`src/rtl/loader_pkg.sv`:
```
// rtl/loader_pkg.sv - shared constants and state enums for the UART memory loader (LOADER_CHECKSUM_EN adds P_CSUM)
package loader_pkg;

    localparam logic [7:0] SYNC_BYTE            = 8'hA5;
    localparam int         DEFAULT_CLKS_PER_BIT = 434;

    typedef enum logic [1:0] {
        R_IDLE,
        R_START,
        R_DATA,
        R_STOP
    } rx_state_t;

    typedef enum logic [2:0] {
        P_IDLE,
        P_ADDR,
        P_D0,
        P_D1,
        P_D2,
        P_D3
`ifdef LOADER_CHECKSUM_EN
        , P_CSUM
`endif
    } p_state_t;

endpackage

```
`src/rtl/uart_rx_byte.sv`:
```
// rtl/uart_rx_byte.sv - 2-flop synchroniser and 8N1 byte receiver with stop-bit framing check
module uart_rx_byte
    import loader_pkg::*;
#(
    parameter int CLKS_PER_BIT = DEFAULT_CLKS_PER_BIT
) (
    input  logic       clk,
    input  logic       reset,
    input  logic       uart_rx,
    output logic [7:0] byte_data,
    output logic       byte_valid,
    output logic       byte_err
);

    localparam int CNT_W = (CLKS_PER_BIT > 2) ? $clog2(CLKS_PER_BIT) : 1;
    localparam logic [CNT_W-1:0] HALF_M1 = CNT_W'(CLKS_PER_BIT / 2 - 1);
    localparam logic [CNT_W-1:0] FULL_M1 = CNT_W'(CLKS_PER_BIT - 1);

    logic       sync1_q, sync1_d;
    logic       sync2_q, sync2_d;
    logic       prev_q, prev_d;
    rx_state_t  state_q, state_d;
    logic [CNT_W-1:0] cnt_q, cnt_d;
    logic [2:0] bit_q, bit_d;
    logic [7:0] shift_q, shift_d;
    logic [7:0] data_q, data_d;
    logic       valid_q, valid_d;
    logic       err_q, err_d;

    assign byte_data  = data_q;
    assign byte_valid = valid_q;
    assign byte_err   = err_q;

    // Bit timing: detect the start edge, centre on each bit, shift LSB first, check the stop bit.
    always_comb begin
        sync1_d = uart_rx;
        sync2_d = sync1_q;
        prev_d  = sync2_q;
        state_d = state_q;
        cnt_d   = cnt_q;
        bit_d   = bit_q;
        shift_d = shift_q;
        data_d  = data_q;
        valid_d = 1'b0;
        err_d   = 1'b0;
        case (state_q)
            R_IDLE: begin
                cnt_d = '0;
                // Edge rather than level, so a line held low after a framing error does not retrigger.
                if (prev_q && !sync2_q) begin
                    state_d = R_START;
                end
            end
            R_START: begin
                if (cnt_q == HALF_M1) begin
                    cnt_d   = '0;
                    bit_d   = 3'd0;
                    state_d = sync2_q ? R_IDLE : R_DATA;
                end else begin
                    cnt_d = cnt_q + 1'b1;
                end
            end
            R_DATA: begin
                if (cnt_q == FULL_M1) begin
                    cnt_d   = '0;
                    shift_d = {sync2_q, shift_q[7:1]};
                    if (bit_q == 3'd7) begin
                        state_d = R_STOP;
                    end else begin
                        bit_d = bit_q + 1'b1;
                    end
                end else begin
                    cnt_d = cnt_q + 1'b1;
                end
            end
            R_STOP: begin
                if (cnt_q == FULL_M1) begin
                    cnt_d   = '0;
                    state_d = R_IDLE;
                    if (sync2_q) begin
                        valid_d = 1'b1;
                        data_d  = shift_q;
                    end else begin
                        err_d = 1'b1;
                    end
                end else begin
                    cnt_d = cnt_q + 1'b1;
                end
            end
            default: state_d = R_IDLE;
        endcase
    end

    // Receiver state; the synchroniser resets to the idle-high line level.
    always_ff @(posedge clk or negedge reset) begin
        if (!reset) begin
            sync1_q <= 1'b1;
            sync2_q <= 1'b1;
            prev_q  <= 1'b1;
            state_q <= R_IDLE;
            cnt_q   <= '0;
            bit_q   <= 3'd0;
            shift_q <= 8'h00;
            data_q  <= 8'h00;
            valid_q <= 1'b0;
            err_q   <= 1'b0;
        end else begin
            sync1_q <= sync1_d;
            sync2_q <= sync2_d;
            prev_q  <= prev_d;
            state_q <= state_d;
            cnt_q   <= cnt_d;
            bit_q   <= bit_d;
            shift_q <= shift_d;
            data_q  <= data_d;
            valid_q <= valid_d;
            err_q   <= err_d;
        end
    end

endmodule

```
`src/rtl/uart_mem_loader.sv`:
```
// rtl/uart_mem_loader.sv - UART frame parser writing 32-bit words to data memory (optional checksum: LOADER_CHECKSUM_EN)
module uart_mem_loader
    import loader_pkg::*;
#(
    parameter int CLKS_PER_BIT = DEFAULT_CLKS_PER_BIT,
    parameter int ADDR_WIDTH   = 7,
    parameter int GAP_BITS     = 16
) (
    input  logic                  clk,
    input  logic                  reset,
    input  logic                  enable,
    input  logic                  uart_rx,
    output logic                  mem_we,
    output logic [ADDR_WIDTH-1:0] mem_addr,
    output logic [31:0]           mem_wdata,
    output logic                  frame_ok,
    output logic                  frame_err,
    output logic                  busy
);

    localparam int GAP_CYCLES = GAP_BITS * CLKS_PER_BIT;
    localparam int GAP_W      = $clog2(GAP_CYCLES + 1);
    localparam logic [GAP_W-1:0] GAP_LAST = GAP_W'(GAP_CYCLES - 1);
`ifdef LOADER_CHECKSUM_EN
    localparam int DATA_W = 32;
`else
    localparam int DATA_W = 24;
`endif

    logic [7:0] byte_data;
    logic       byte_valid;
    logic       byte_err;

    p_state_t              p_state_q, p_state_d;
    logic [ADDR_WIDTH-1:0] addr_q, addr_d;
    logic [DATA_W-1:0]     data_q, data_d;
    logic [GAP_W-1:0]      gap_q, gap_d;
    logic                  mem_we_q, mem_we_d;
    logic                  frame_ok_q, frame_ok_d;
    logic                  frame_err_q, frame_err_d;
    logic [ADDR_WIDTH-1:0] mem_addr_q, mem_addr_d;
    logic [31:0]           mem_wdata_q, mem_wdata_d;
`ifdef LOADER_CHECKSUM_EN
    logic [7:0]            csum_q, csum_d;
`endif

    uart_rx_byte #(
        .CLKS_PER_BIT(CLKS_PER_BIT)
    ) u_rx (
        .clk        (clk),
        .reset      (reset),
        .uart_rx    (uart_rx),
        .byte_data  (byte_data),
        .byte_valid (byte_valid),
        .byte_err   (byte_err)
    );

    assign mem_we    = mem_we_q;
    assign mem_addr  = mem_addr_q;
    assign mem_wdata = mem_wdata_q;
    assign frame_ok  = frame_ok_q;
    assign frame_err = frame_err_q;
    assign busy      = (p_state_q != P_IDLE);

    // Frame parser: abort conditions first, then walk the byte sequence and commit on the last byte.
    always_comb begin
        p_state_d   = p_state_q;
        addr_d      = addr_q;
        data_d      = data_q;
        mem_we_d    = 1'b0;
        frame_ok_d  = 1'b0;
        frame_err_d = 1'b0;
        mem_addr_d  = mem_addr_q;
        mem_wdata_d = mem_wdata_q;
`ifdef LOADER_CHECKSUM_EN
        csum_d      = csum_q;
`endif
        // The gap timer only runs mid-frame and restarts on every received byte.
        gap_d = (p_state_q == P_IDLE || byte_valid) ? '0 : gap_q + 1'b1;

        if (!enable) begin
            p_state_d = P_IDLE;
        end else if (p_state_q != P_IDLE && byte_err) begin
            p_state_d   = P_IDLE;
            frame_err_d = 1'b1;
        end else if (p_state_q != P_IDLE && !byte_valid && gap_q == GAP_LAST) begin
            p_state_d   = P_IDLE;
            frame_err_d = 1'b1;
        end else if (byte_valid) begin
            case (p_state_q)
                P_IDLE: begin
                    if (byte_data == SYNC_BYTE) begin
                        p_state_d = P_ADDR;
                    end
                end
                P_ADDR: begin
                    if ((byte_data >> ADDR_WIDTH) != 8'd0) begin
                        p_state_d   = P_IDLE;
                        frame_err_d = 1'b1;
                    end else begin
                        addr_d    = ADDR_WIDTH'(byte_data);
`ifdef LOADER_CHECKSUM_EN
                        csum_d    = byte_data;
`endif
                        p_state_d = P_D0;
                    end
                end
                P_D0: begin
                    data_d[7:0] = byte_data;
`ifdef LOADER_CHECKSUM_EN
                    csum_d      = csum_q ^ byte_data;
`endif
                    p_state_d   = P_D1;
                end
                P_D1: begin
                    data_d[15:8] = byte_data;
`ifdef LOADER_CHECKSUM_EN
                    csum_d       = csum_q ^ byte_data;
`endif
                    p_state_d    = P_D2;
                end
                P_D2: begin
                    data_d[23:16] = byte_data;
`ifdef LOADER_CHECKSUM_EN
                    csum_d        = csum_q ^ byte_data;
`endif
                    p_state_d     = P_D3;
                end
`ifdef LOADER_CHECKSUM_EN
                P_D3: begin
                    data_d[31:24] = byte_data;
                    csum_d        = csum_q ^ byte_data;
                    p_state_d     = P_CSUM;
                end
                P_CSUM: begin
                    p_state_d = P_IDLE;
                    if (csum_q == byte_data) begin
                        mem_we_d    = 1'b1;
                        frame_ok_d  = 1'b1;
                        mem_addr_d  = addr_q;
                        mem_wdata_d = data_q;
                    end else begin
                        frame_err_d = 1'b1;
                    end
                end
`else
                P_D3: begin
                    p_state_d   = P_IDLE;
                    mem_we_d    = 1'b1;
                    frame_ok_d  = 1'b1;
                    mem_addr_d  = addr_q;
                    mem_wdata_d = {byte_data, data_q};
                end
`endif
                default: p_state_d = P_IDLE;
            endcase
        end
    end

    // Parser state and registered memory-port outputs.
    always_ff @(posedge clk or negedge reset) begin
        if (!reset) begin
            p_state_q   <= P_IDLE;
            addr_q      <= '0;
            data_q      <= '0;
            gap_q       <= '0;
            mem_we_q    <= 1'b0;
            frame_ok_q  <= 1'b0;
            frame_err_q <= 1'b0;
            mem_addr_q  <= '0;
            mem_wdata_q <= 32'h0;
`ifdef LOADER_CHECKSUM_EN
            csum_q      <= 8'h00;
`endif
        end else begin
            p_state_q   <= p_state_d;
            addr_q      <= addr_d;
            data_q      <= data_d;
            gap_q       <= gap_d;
            mem_we_q    <= mem_we_d;
            frame_ok_q  <= frame_ok_d;
            frame_err_q <= frame_err_d;
            mem_addr_q  <= mem_addr_d;
            mem_wdata_q <= mem_wdata_d;
`ifdef LOADER_CHECKSUM_EN
            csum_q      <= csum_d;
`endif
        end
    end

endmodule
```
`config.mk`:
```
export PLATFORM = sky130hd
export DESIGN_NAME = uart_mem_loader
export DESIGN_NICKNAME = d
export VERILOG_FILES = /design/src/rtl/loader_pkg.sv /design/src/rtl/uart_rx_byte.sv /design/src/rtl/uart_mem_loader.sv
export SDC_FILE = /design/constraint.sdc
export NUM_CORES = 1
export LEC_CHECK = 0
export CORE_MARGIN = 4
export CORE_UTILIZATION = 36
export CTS_CLUSTER_DIAMETER = 120
export CTS_CLUSTER_SIZE = 30
export DETAILED_ROUTE_END_ITERATION = 16
export SKIP_LAST_GASP = 1
export SLEW_MARGIN = 20
export SYNTH_ARGS = -nofsm -noshare
export SYNTH_HDL_FRONTEND = slang
export SYNTH_SLANG_ARGS = --single-unit
```
`constraint.sdc`:
```
create_clock -name clk -period 2 [get_ports clk]
set_clock_uncertainty 0.15 [all_clocks]
set_input_delay 0.3 -clock clk [delete_from_list [all_inputs] [get_ports clk]]
set_output_delay 0.3 -clock clk [all_outputs]
set_load 0.02 [all_outputs]
```
* Word level (Yosys, flattened, before mapping)
Cells that the tools add are included.
** Cells by class
- Equality and inequality tests :: 21
- Mux-type cells :: 39
- Bitwise operators :: 3
- Add/subtract/negate cells :: 3
- Reduce and logical (&&, ||, !) cells :: 22
** Operators with widths (count)
- one-hot mux 9 bit (3 select lines) :: 1
- AND reduction 5 bit :: 5
- two-way mux 3 bit :: 8
- two-way mux 9 bit :: 2
- two-way mux 1 bit :: 17
- one-hot mux 3 bit (5 select lines) :: 1
- two-way mux 2 bit :: 7
- adder 13 x 1 -> 13 bit, second input constant :: 1
- equality test 13 bit, second input constant :: 1
- two-way mux 13 bit :: 1
- != test 2 x 1 -> 1 bit, second input constant :: 5
- adder 9 x 1 -> 9 bit, second input constant :: 1
- equality test 3 bit, second input constant :: 3
- equality test 9 x 8 -> 1 bit, second input constant :: 1
- equality test 9 bit, second input constant :: 1
- equality test 8 bit, second input constant :: 1
- one-hot mux 2 bit (4 select lines) :: 1
- equality test 3 x 2 -> 1 bit, second input constant :: 2
- one-hot mux 3 bit (2 select lines) :: 1
- AND reduction 6 bit :: 1
- != test 5 x 2 -> 1 bit, second input constant :: 1
- equality test 2 bit, second input constant :: 2
- logical AND 1 bit :: 4
- != test 4 x 1 -> 1 bit, second input constant :: 1
- 15 further kinds :: 19
** Word-level totals
- Register bits :: 123
- Bits of input ports :: 4

* Longest topological paths before layout
Gate-level depths: netlist of run 1.
- Word-level depth :: 7
- Mapped depth :: 7

* By module
From an unflattened synthesis of run 1, not the netlist that was laid out.
** Unflattened totals
- Cell total of the unflattened synthesis :: 372
- Area total of the unflattened synthesis :: 5129.9 µm²
** Modules (own cells, without submodules)
- uart_mem_loader :: times used 1, cells an instance 248, area an instance 3539.6 µm²
- uart_rx_byte :: times used 1, cells an instance 124, area an instance 1590.3 µm²

* Least setup slack after synthesis of run 1
OpenSTA, ideal clock, no wires.
- Path kind :: reg2reg
- From :: register u_rx.cnt_q[1]
- To :: register u_rx.shift_q[0]
- Setup slack :: 44 ps
- Data required time :: 1725 ps
- Setup time :: 125 ps
- Buffers on the path :: 1
- Cell stages (with the launch flop) :: 7
- Data arrival time :: 1681 ps
- Clock period less this slack :: 1956 ps
- Cells stage by stage :: dfrtp_1 inv_1 ha_1 nand4b_4 or4_4 buf_6 mux2_4
** Between the ends
- Cells in the longest elaborated chain, start to end :: 2
** RTL lines
- start: declaration :: RTL line uart_rx_byte.sv:23 : logic [CNT_W-1:0] cnt_q, cnt_d;
- start signal: assignment :: RTL line uart_rx_byte.sv:112 : cnt_q <= cnt_d;
- equality test 9 bit :: RTL line uart_rx_byte.sv:64 : if (cnt_q == FULL_M1) begin
- AND reduction 2 bit (no line)
- end signal: assignment :: RTL line uart_rx_byte.sv:114 : shift_q <= shift_d;
- end: declaration :: RTL line uart_rx_byte.sv:25 : logic [7:0] shift_q, shift_d;
No other way between the ends.
A chain may end at the register's enable or synchronous reset.

* Worst setup path after layout of run 1
- From :: register u_rx.cnt_q[2]
- To :: register u_rx.shift_q[6]
Same word-level chain as after synthesis.

==> flow_metrics.py, run 1 <==
metrics = {
    "logic_synthesis": {
        "synth_top_flop_cell": "dfrtp_1",
        "synth-edff-count": 0,
        "synth_seq_cells": 123,
        "syn-cell-area_um2": 5110,
        "synthArstFlopShare": 1.00,
        "synth_fp_nets": 372,
        "synthCells": 362,
        "avgSynthCellArea_um2": 14.1,
        "ys_types": 48,
        "yosys_warnings": 0,
        "yosys-top-cells-area": "dfrtp_1 (59%), mux2_2 (17%), mux2_4 (2.4%), nor2_1 (2.1%), xnor2_1 (2.1%)",
        "yosysSeqAreaShare": 0.603,
        "netlist.area_leader.share": 0.588,
        "yosys.area.top_type": "dfrtp_1",
    },
    "placement": {
        "io_buffers": 46,
        "dp.cells": 604,
        "dp_slack_ns": -0.141,
        "dpl_cell_area_um2": 5990,
        "dpl.hpwl_um": 6560,
        "gp_congestion": 0.800,
    },
    "power": {
        "pwr_density_cell_nw_per_um2": 849,
        "total_power_mw": 5.61,
        "peakVddDrop_uv": 627,
        "leakage_nw": 3.09,
    },
    "die": {
        "die_width_um": 127,
        "start_util": 0.368,
        "die_y_um": 127,
        "core_area_um2": 13900,
        "dieArea_um2": 16200,
        "ios": 47,
        "row_count": 43,
    },
    "finish": {
        "final_area_um2": 6610,
        "mostFrequentLayoutCell": "dfrtp_1",
        "multi_input_area_um2": 1960,
        "area_growth_pct": 29.4,
        "fillerInstances": 1241,
        "fin_cells": 637,
        "insertedDiodeCount": 0,
        "nets": 454,
        "final_cell_mix": "dfrtp_1 (120), mux2_2 (79), clkdlybuf4s50_1 (44)",
        "seq_area_um2": 3080,
        "drive_gt1_frac": 0.359,
        "post-route-util": 0.476,
    },
    "global_routing": {
        "grt_max_degree": 53,
        "overflow": 0,
        "grt_pass1_vias": 3259,
        "antenna_found_initial": 0,
        "grt_pass1_wl_um": 16700,
        "grt.total_usage": 0.131,
    },
    "drt": {
        "vias_per_cell": 4.83,
        "avgRoutedWirePerCell_um": 15.1,
        "wl_um": 9650,
        "dr.pass1.iters": 4,
        "drc": 0,
        "drt_first_iter_violations": 160,
        "vias": 3076,
        "detail-route-antenna-nets": 0,
    },
    "clock_network": {
        "htreeDepth": 4,
        "cts.path.max_buffers": 2,
        "numCtsBuffers": 17,
        "tritoncts": "done",
        "clkLatencyLatePin_ns": 0.41,
        "root_buffer": "clkbuf_16",
        "postCtsSetupBuffers": 0,
        "cts.sinks": 123,
        "clk_pin_slew_worst_paths_ns": 0.05,
    },
    "sta": {
        "post-route-period-util": 0.974,
        "fin_crit_ns": 1.95,
        "slew_headroom": 0.740,
        "setup_violations": 0,
        "finalHoldViolCount": 0,
        "max_freq_mhz": 513,
        "hold_slack_ns": 0.154,
        "fin_setup_tns_ns": 0,
        "fin_ws_ns": 0.0526,
        "rsz0062_at_grt": "false",
        "report.final.slew_viol_count": 0,
        "tightestPinTransition_ns": 0.391,
    },
    "setup_path": {
        "r2r_cells": 3,
        "r2r_start": "u_rx.cnt_q[2]$_DFF_PN0_",
        "regToRegSetupSlack_ns": 0.05,
        "crit_chain": "nand4bb_4 > or4_4 > mux2_4",
        "crit_slowest_cell": "or4_4",
        "crit_start": "u_rx.cnt_q[2]$_DFF_PN0_",
        "crit_required_ns": 2.14,
        "cp_slowest_stage_delay_ns": 0.63,
        "crit_type": "register to register",
        "cp-endpoint": "u_rx.shift_q[6]$_DFFE_PN0P_",
        "crit_fanout": 9,
        "crit_path_start_kind": "register",
        "reg2reg_to": "u_rx.shift_q[6]$_DFFE_PN0P_",
        "critPathCaptureType": "register",
        "arrival_ns": 2.08,
    },
    "run_status": {
        "run_status": "finished clean",
    },
    "min_path": {
        "min_path_type": "input pin to register",
    },
    "flow_run": {
        "drv_cap": 0,
    },
}
==> layer usage <==
metal	track usage	vias up	routed length [um]
li1	-	1456	-
met1	0.175	1550	4660
met2	0.198	51	4500
met3	0.0385	19	289
met4	0.0612	0	194
met5	0	-	0
==> where the power goes <==
group	switching, mW	total [mW]	internal, mW	leakage [nW]
Clock	1.06	2.98	1.92	0.281
Combinational	0.0798	0.125	0.0455	1.10
Sequential	0.00844	2.51	2.50	1.71
Total	1.14	5.61	4.47	3.09
==> state kept, by name (all words and copies together) (netlist names), 3 cells and up, named ones only <==
| register | flops |
|---|---|
| mem_wdata | 32 |
| data_q | 24 |
| gap_q | 13 |
| u_rx.cnt_q | 9 |
| u_rx.byte_data | 8 |
| u_rx.shift_q | 8 |
| addr_q | 7 |
| mem_addr | 7 |
| p_state_q | 3 |
| u_rx.bit_q | 3 |
==> worst min path at each step <==
stage / startpoint / endpoint / slack [ns] / cells past startpoint
after floorplan: reset / async pin / -0.15 / 0
after global placement: reset / mem_wdata[1]$_DFFE_PN0P_ / 0.1 / 1
after detailed placement: reset / mem_wdata[1]$_DFFE_PN0P_ / 0.10 / 1
after CTS: uart_rx / u_rx.sync1_q$_DFF_PN1_ / 0.14 / 1
after global routing: uart_rx / u_rx.sync1_q$_DFF_PN1_ / 0.14 / 1
final: uart_rx / u_rx.sync1_q$_DFF_PN1_ / 0.15 / 1
==> worst max-delay path: cells and delay by family (launching register included) <==
kind / cells / cell delay, ns
flip-flops: 1 / 0.43
AND/OR/NAND/NOR: 2 / 0.90
multiplexers: 1 / 0.34
==> cell type report <==
class | count | area share
Sequential cell | 123 | 0.466
Timing Repair Buffer | 75 | 0.110
Tap cell | 180 | 0.0341
Clock buffer | 21 | 0.0711
Clock inverter | 11 | 0.0180
Inverter | 8 | 0.00454
Multi-Input combinational cell | 219 | 0.296
==> cells in the mapped netlist (all sizes together) (2+ instances only) <==
library cell and n:
a21oi 3, a22o 2, a22oi 2, a31oi 2
and2 2, and3 2, and4 3, buf 7
clkbuf 5, dfrtp 120, dfstp 3, ha 6
inv 8, mux2 88, nand2 5, nand2b 3
nand3 11, nand3b 2, nand4 9, nand4b 2
nor2 32, nor2b 4, nor3 4, nor3b 2
nor4bb 2, o21ai 4, or3 3, xnor2 12
xor2 4
==> timing repair <==
item / in CTS / in global routing
pin swaps: 1 / 0
hold endpoints to repair: 26 / 0
hold buffers: 1 / 0
setup endpoints to repair: 11 / 8
gates resized for setup: 5 / 2
==> kinds of logic after synthesis <==
logic type | synth area share
buf+inv | 0.0186
mux | 0.200
flops | 0.603
simple gates | 0.109
compound gates | 0.0274
xor+xnor | 0.0274
fa+ha+maj | 0.0147
No activity file was read; power rests on OpenSTA's default activity.
==> run 2: changes to the inputs <==
Settings changed: CORE_ASPECT_RATIO set to 1.25.
==> flow_metrics.py, run 2 (synthesized netlist as in run 1, its figures left out) <==
metrics = {
    "drt": {
        "vias_per_cell": 4.90,
        "drt_first_iter_violations": 47,
        "vias": 3093,
        "avgRoutedWirePerCell_um": 15.6,
        "drc": 0,
        "wl_um": 9860,
        "dr.pass1.iters": 4,
        "detail-route-antenna-nets": 0,
    },
    "placement": {
        "io_buffers": 46,
        "dpl_cell_area_um2": 5970,
        "dpl.hpwl_um": 6730,
        "gp_congestion": 0.783,
        "dp.cells": 598,
    },
    "sta": {
        "fin_setup_tns_ns": 0,
        "max_freq_mhz": 518,
        "post-route-period-util": 0.966,
        "fin_crit_ns": 1.93,
        "tightestPinTransition_ns": 0.359,
        "setup_violations": 0,
        "slew_headroom": 0.761,
        "rsz0062_at_grt": "false",
        "report.final.slew_viol_count": 0,
        "hold_slack_ns": 0.139,
        "finalHoldViolCount": 0,
    },
    "setup_path": {
        "cp_slowest_stage_delay_ns": 0.63,
        "critPathCaptureType": "register",
        "arrival_ns": 2.07,
        "crit_required_ns": 2.14,
        "crit_path_start_kind": "register",
        "crit_slowest_cell": "or4_4",
        "reg2reg_to": "u_rx.shift_q[2]$_DFFE_PN0P_",
        "r2r_start": "u_rx.cnt_q[2]$_DFF_PN0_",
        "crit_chain": "nand4bb_4 > or4_4 > mux2_4",
        "r2r_cells": 3,
        "regToRegSetupSlack_ns": 0.07,
        "crit_fanout": 9,
        "crit_type": "register to register",
    },
    "die": {
        "die_width_um": 115,
        "row_count": 48,
        "ios": 47,
        "start_util": 0.368,
        "core_area_um2": 13900,
        "dieArea_um2": 16200,
        "die_y_um": 141,
    },
    "clock_network": {
        "postCtsSetupBuffers": 0,
        "clkLatencyLatePin_ns": 0.41,
        "numCtsBuffers": 17,
        "tritoncts": "done",
        "cts.path.max_buffers": 2,
        "htreeDepth": 4,
        "root_buffer": "clkbuf_16",
        "cts.sinks": 123,
        "clk_pin_slew_worst_paths_ns": 0.06,
    },
    "finish": {
        "mostFrequentLayoutCell": "dfrtp_1",
        "insertedDiodeCount": 0,
        "nets": 453,
        "final_cell_mix": "dfrtp_1 (120), mux2_2 (79), clkdlybuf4s50_1 (44)",
        "drive_gt1_frac": 0.353,
        "fin_cells": 631,
        "largest_reg_flops": 32,
        "area_growth_pct": 30.1,
        "final_area_um2": 6650,
    },
    "power": {
        "switching_power_mw": 1.16,
        "switching_share": 0.199,
        "leakage_nw": 3.11,
        "pwr-share-seq": 0.433,
        "comb_power_share": 0.020,
        "total_power_mw": 5.82,
        "pwr_density_cell_nw_per_um2": 875,
        "power.internal_mw": 4.66,
        "peakVddDrop_uv": 518,
        "pwr-share-clk": 0.547,
    },
    "flow_run": {
        "drv_cap": 0,
    },
    "global_routing": {
        "overflow": 0,
        "grt.total_usage": 0.136,
        "grt_pass1_wl_um": 17200,
        "grt_pass1_vias": 3392,
        "antenna_found_initial": 0,
        "grt_max_degree": 53,
    },
    "run_status": {
        "run_status": "finished clean",
    },
    "min_path": {
        "min_path_type": "input pin to async pin",
    },
}
## run 2: changes by cell type in the layout (fill, tap and decap cells not counted), moves of 2 or more
cell / change
buf_4: -2
bufinv_16: +2
clkbuf_1: +2
clkbuf_8: -2
clkinvlp_4: -2
## run 2: per-layer routing
metal  wire (um)  GRT usage
met1        4280      0.173
met2        5060      0.213
met3         353     0.0421
met4         172     0.0600
met5           0          0
## run 2: worst max path at each step
stage | startpoint | end | slack (ns) | cells past startpoint
after global placement | enable | mem_wdata[12]$_DFFE_PN0P_ | -0.16 | 5
after floorplan | u_rx.cnt_q[1]$_DFF_PN0_ | u_rx.shift_q[0]$_DFFE_PN0P_ | 0.04 | 6
after global routing | u_rx.cnt_q[1]$_DFF_PN0_ | u_rx.state_q[0]$_DFFE_PN0P_ | 0.01 | 8
after CTS | p_state_q[0]$_DFFE_PN0P_ | busy | 0.002 | 2
after detailed placement | enable | mem_wdata[28]$_DFFE_PN0P_ | -0.18 | 5
final | u_rx.cnt_q[2]$_DFF_PN0_ | u_rx.shift_q[2]$_DFFE_PN0P_ | 0.07 | 3
## run 2: what timing repair did
action	in CTS	in global routing
hold endpoints to repair	120	0
endpoints found under the setup margin	10	18
gates resized for setup	4	7
hold buffers	1	0
pin swaps	1	0
## run 2: per-stage QoR
stage | worst slack [ns] | utilization
final | 0.0685 | 0.479
after global routing | 0.0101 | 0.479
after CTS | 0.00204 | 0.476
after detailed placement | -0.180 | 0.431
after global placement | -0.160 | 0.431
after floorplan | 0.0438 | -
## run 2: area by class of cell
type / count / area [um^2]
fillers: 1197 / 7220
flip-flops and latches: 123 / 3080
multi-input cells: 219 / 1970
repair buffers: 74 / 726
clock buffers: 21 / 450
well taps: 175 / 219
clock inverters: 11 / 168
inverters: 8 / 30.0
## run 2: power by group through the flow
| stage | logic [mW] | registers, mW | clock network, mW |
|---|---|---|---|
| 2_1_floorplan | 0.0350 | 2.55 | 0 |
| 3_3_place_gp | 0.113 | 2.56 | 0 |
| 3_5_place_dp | 0.115 | 2.56 | 0 |
| 4_1_cts | 0.118 | 2.51 | 3.24 |
| 5_1_grt | 0.138 | 2.52 | 3.37 |
| 6_report | 0.118 | 2.52 | 3.18 |
## run 2: worst max-delay path: cells and delay by family, from the launching register on
kind,cells,cell delay [ns]
flip-flops,1,0.43
multiplexers,1,0.34
AND/OR/NAND/NOR,2,0.90
